<file path="config.mk">
export PLATFORM = sky130hd
export DESIGN_NAME = branch_predict
export DESIGN_NICKNAME = d
export VERILOG_FILES = /design/src/rtl/branch_predict.sv
export SDC_FILE = /design/constraint.sdc
export NUM_CORES = 2
export LEC_CHECK = 0
export CAP_MARGIN = 20
export CORE_ASPECT_RATIO = 1.1
export CORE_MARGIN = 10
export CORE_UTILIZATION = 35
export DETAILED_ROUTE_END_ITERATION = 8
export HOLD_SLACK_MARGIN = 0.15
export SLEW_MARGIN = 20
export SYNTH_ARGS = -nofsm -noshare
export SYNTH_HDL_FRONTEND = slang
export SYNTH_SLANG_ARGS = --single-unit
</file>
<file path="constraint.sdc">
create_clock -name clk -period 17.55 [get_ports clk]
set_input_delay 1.755 -clock clk [delete_from_list [all_inputs] [get_ports clk]]
set_output_delay 1.755 -clock clk [all_outputs]
set_load 0.005 [all_outputs]
</file>
<file path="src/rtl/branch_predict.sv">
// Direct-mapped branch target buffer with saturating direction counters.
// IF looks up the fetch PC combinationally; ID writes resolved outcomes back.
module branch_predict #(
  parameter int unsigned ENTRIES = 64,
  parameter int unsigned TAG_W   = 8,
  parameter int unsigned CTR_W   = 2
) (
  input  logic        clk,
  input  logic        reset,
  input  logic        flush,
  output logic        busy,
  input  logic [31:0] lookup_pc,
  output logic        pred_hit,
  output logic        pred_taken,
  output logic [31:0] pred_target,
  input  logic        upd_valid,
  input  logic [31:0] upd_pc,
  input  logic        upd_taken,
  input  logic        upd_uncond,
  input  logic [31:0] upd_target
);

  localparam int unsigned IDX_W = $clog2(ENTRIES);
  localparam logic [CTR_W-1:0] CTR_MAX  = '1;
  localparam logic [CTR_W-1:0] CTR_WEAK = CTR_W'(1) << (CTR_W - 1);
  localparam logic [IDX_W-1:0] IDX_LAST = IDX_W'(ENTRIES - 1);

  typedef enum logic {IDLE, CLEAR} state_t;

  state_t             state;
  logic [IDX_W-1:0]   clr_idx;
  logic [ENTRIES-1:0] valid;
  logic [TAG_W-1:0]   tag_mem    [ENTRIES];
  logic [CTR_W-1:0]   ctr_mem    [ENTRIES];
  logic [31:0]        target_mem [ENTRIES];

  logic [IDX_W-1:0] l_idx, u_idx;
  logic [TAG_W-1:0] l_tag, u_tag;
  logic             l_hit, u_hit;
  logic [CTR_W-1:0] u_ctr, ctr_next;
  logic             accept, upd_we, target_we;
  logic             unused_pc_bits;

  assign l_idx = lookup_pc[IDX_W+1:2];
  assign l_tag = lookup_pc[IDX_W+TAG_W+1:IDX_W+2];
  assign u_idx = upd_pc[IDX_W+1:2];
  assign u_tag = upd_pc[IDX_W+TAG_W+1:IDX_W+2];

  // Low (byte-offset) and high (beyond the tag) PC bits do not take part.
  assign unused_pc_bits = ^{lookup_pc, upd_pc};

  assign busy = (state == CLEAR);

  // Outputs are forced quiet while reset is held and for the whole sweep.
  assign l_hit       = ~busy & ~reset & valid[l_idx] & (tag_mem[l_idx] == l_tag);
  assign pred_hit    = l_hit;
  assign pred_taken  = l_hit & ctr_mem[l_idx][CTR_W-1];
  assign pred_target = l_hit ? target_mem[l_idx] : '0;

  assign u_hit     = valid[u_idx] & (tag_mem[u_idx] == u_tag);
  assign u_ctr     = ctr_mem[u_idx];
  assign accept    = upd_valid & ~busy & ~reset;
  assign upd_we    = accept & (u_hit | upd_taken | upd_uncond);
  assign target_we = upd_we & (upd_taken | ~u_hit);

  always_comb begin
    ctr_next = CTR_WEAK;
    if (u_hit) begin
      if (upd_uncond)
        ctr_next = CTR_MAX;
      else if (upd_taken)
        ctr_next = (u_ctr == CTR_MAX) ? CTR_MAX : u_ctr + 1'b1;
      else
        ctr_next = (u_ctr == '0) ? '0 : u_ctr - 1'b1;
    end else if (upd_uncond) begin
      ctr_next = CTR_MAX;
    end
  end

  always_ff @(posedge clk) begin
    if (reset) begin
      state   <= CLEAR;
      clr_idx <= '0;
    end else begin
      case (state)
        IDLE: begin
          if (upd_we)
            valid[u_idx] <= 1'b1;
          if (flush) begin
            state   <= CLEAR;
            clr_idx <= '0;
          end
        end
        CLEAR: begin
          valid[clr_idx] <= 1'b0;
          // A flush mid-sweep restarts the sweep without leaving CLEAR.
          if (flush) begin
            clr_idx <= '0;
          end else begin
            clr_idx <= clr_idx + 1'b1;
            if (clr_idx == IDX_LAST)
              state <= IDLE;
          end
        end
        default: begin
          state   <= CLEAR;
          clr_idx <= '0;
        end
      endcase
    end
  end

  // Payload storage carries no reset so it can sit in distributed RAM.
  always_ff @(posedge clk) begin
    if (upd_we) begin
      tag_mem[u_idx] <= u_tag;
      ctr_mem[u_idx] <= ctr_next;
    end
    if (target_we)
      target_mem[u_idx] <= upd_target;
  end

endmodule

</file>
==> impl_metrics.env <==
export IMPL_rsz0062_at_grt="false"
export IMPL_cts_max_path_buffers=4
export IMPL_cts_buffers=289
export IMPL_synth_top_area_share_pct=73.7
export IMPL_path_class="primary input to output port"
export IMPL_rows=217
export IMPL_antenna_found_initial=21
export IMPL_critPathMaxStageDelay_ns=0.81
export IMPL_worstPathArrival_ns=8.63
export IMPL_io_buffers=100
export IMPL_slew_viol_final=0
export IMPL_netlist_area_sq_um=112000
export IMPL_drt_wirelength_per_cell_um=32.7
export IMPL_antenna_left=0
export IMPL_period_needed_ns=10.38
export IMPL_yosysWarnings=0
export IMPL_cts_sinks=2759
export IMPL_powerDensity_nw_per_um2=108
export IMPL_htreeDepth=5
export IMPL_cts_tree="yes"
export IMPL_drc=0
export IMPL_cp_required_ns=15.79
export IMPL_critical_path_endpoint_type="output port"
export IMPL_place_congestion=0.890
export IMPL_clockRootBuffer="clkbuf_16"
export IMPL_synth_seq_cells=2759
export IMPL_clk_pin_slew_ns=0.06
export IMPL_dr_pass1_iters=7
export IMPL_crit_fanout=68
export IMPL_grt_max_degree=137
export IMPL_start_kind="primary input"
export IMPL_layout_commonest_cell="edfxtp_1"
export IMPL_nNetsFinal=5515
export IMPL_post_cts_resized=0
export IMPL_worstMarginPinSlew_ns=1.17
export IMPL_finalSetupTns_ns=0
export IMPL_drt_iter0_drc=7418
export IMPL_post_drt_via_cell_ratio=5.83
export IMPL_layout_worst_path_cycle_share_pct=59.2
export IMPL_fin_worst_skew_ns=0.0762
export IMPL_synthToLayoutAreaGrowth_pct=14.3
export IMPL_dieArea_sq_um=344000
export IMPL_postCtsHoldBufs=0
export IMPL_p_leak_nw=39.2
export IMPL_cap_violations=0
export IMPL_worst_slack_ns=7.17
export IMPL_min_path_type="flip-flop to flip-flop"
export IMPL_seq_area_frac_synth_pct=73.8
export IMPL_design_core_area_sq_um=318000
export IMPL_hold_viol=0
export IMPL_async_reset_ff_share_pct=0
export IMPL_cp_slowest_cell="or4_2"
export IMPL_hpwlAfterDp_mm=172
export IMPL_ioPinCount=137
export IMPL_initial_core_util_pct=35.2
export IMPL_most_common_layout_cells="edfxtp_1 (2752), mux4_2 (898), clkbuf_16 (296)"
export IMPL_ir_worst_vdd_mv=0.0916
export IMPL_cp_cell_sequence="buf_8 -> buf_4 -> buf_4 -> mux4_2 -> nor2b_1 -> a211oi_1 -> a21oi_1 -> mux4_2 -> xnor2_1 -> nand4_1 -> or4_2 -> buf_4 -> a211oi_2 -> clkdlybuf4s50_1"
export IMPL_synth_ff_type="edfxtp_1"
export IMPL_pre_cts_slack_ns=7.14
export IMPL_finalSetupViolCount=0
export IMPL_worst_skew_pair_late_latency_ns=0.87
export IMPL_die_w_um=560
export IMPL_vias=57668
export IMPL_grt_pass1_vias=58742
export IMPL_syn_avg_cell_area_sq_um=21.8
export IMPL_synth_edf_count=2752
export IMPL_grt_overflow_total=0
export IMPL_syn_nets=5251
export IMPL_post_cts_setup_buffers=0
export IMPL_die_h_um=614
export IMPL_yosysUniqueCellTypes=70
export IMPL_max_freq_mhz=96.3
export IMPL_drive_gt1_share_pct=31.3
export IMPL_synthCells=5148
export IMPL_grt_usage_pct=18.2
export IMPL_cpMostUsedCell="buf_4"
export IMPL_critical_path_buf_inv_count=5
export IMPL_status="complete, no violations"
export IMPL_wirelength_mm=323
export IMPL_synth_top_cell_by_area="edfxtp_1"
export IMPL_max_slew_margin_pct=22.0
export IMPL_crit_family="buffers and inverters"
export IMPL_yosys_top_cells_area="edfxtp_1 (74%), mux4_2 (18%), mux2i_1 (0.88%)"
export IMPL_grt_pass1_wl_mm=453
==> per-stage QoR <==
step | utilization, % | hold slack, ns | instance area, sq um | cells | total power, mW
4_1_cts | 40.2 | 0.614 | 128000 | 9888 | 14.0
6_report | 40.3 | 0.612 | 128000 | 9894 | 13.9
3_3_place_gp | 37.4 | 0.575 | 119000 | 9389 | 8.15
2_1_floorplan | - | 0.544 | 112000 | 5148 | 7.84
3_5_place_dp | 37.4 | 0.599 | 119000 | 9390 | 8.16
5_1_grt | 40.3 | 0.663 | 128000 | 9891 | 14.3
==> worst register-to-register path, cell delays in order, from the launching register on <==
cell and delay, ns:
edfxtp_1 0.39, mux2_2 0.28, mux4_2 0.48, o21ai_1 0.70, nand4_1 0.36, nor4_1 0.39
xnor2_1 0.12, a2111oi_2 0.53, a41o_4 1.02, nor3_2 0.13, buf_4 0.42
==> sequential cells by signal (all words and copies together), names as in the netlist <==
| name | count |
|---|---|
| busy | 1 |
| clr_idx | 6 |
| ctr_mem | 128 |
| tag_mem | 512 |
| target_mem | 2048 |
| valid | 64 |
==> layer usage <==
metal | GRT usage (%) | share of wire (%) | up-vias
met5 | 0 | 0.039 | -
li1 | - | - | 22758
met3 | 3.73 | 8.7 | 699
met1 | 23.7 | 38 | 31151
met2 | 30.2 | 49 | 3042
met4 | 7.10 | 4.6 | 18
==> final cells by class <==
type,count,area (sq um)
Fill cell,27808,190000
Sequential cell,2759,82800
Multi-Input combinational cell,1996,28400
Clock buffer,352,7620
Tap cell,4270,5340
Timing Repair Buffer,327,2650
Clock inverter,146,1290
Inverter,39,146
Antenna cell,5,12.5
==> power breakdown <==
group	internal [mW]	switching [mW]
clock	3.37	2.51
sequential	7.25	0.00729
combinational	0.291	0.471
==> cell families (layout without fill, tap and decap cells) <==
kind of cell               Yosys count  in the layout  synth area share, %
AOI/OAI and AO/OA                  490            490                 3.08
xor gates and xnor gates            19             19                0.148
adders and majority gates            3              3               0.0290
buffers and inverters              393            864                 1.50
DFF                               2759           2759                 73.8
muxes                             1047           1047                 19.4
other                                0              5                    0
and+or+nand+nor                    437            437                 2.01
==> final timing paths <==
check,startpoint,end,slack (ns),cells after the start
worst max-delay path,lookup_pc[2],pred_target[8],7.17,14
worst min-delay path,clr_idx[1],clr_idx[1],0.61,2
worst max register to register,tag_mem[62][5],target_mem[37][7],12.26,10
worst min register to register,clr_idx[1],clr_idx[1],0.61,2
==> synthesized netlist by cell type (17+ instances only) <==
cell	n
a211oi_1	25
a21oi_1	93
nor2_1	50
nand2_1	80
clkbuf_1	165
nor3_1	157
a211oi_2	17
edfxtp_1	2752
nor2b_1	49
nand3_1	19
o22ai_1	52
mux4_2	898
inv_1	37
buf_1	62
mux2_2	50
buf_2	113
a22oi_1	62
o21ai_0	78
a221oi_1	30
mux2i_1	99
o32ai_1	30
a22o_1	25
No activity file was read; power rests on OpenSTA's default activity.
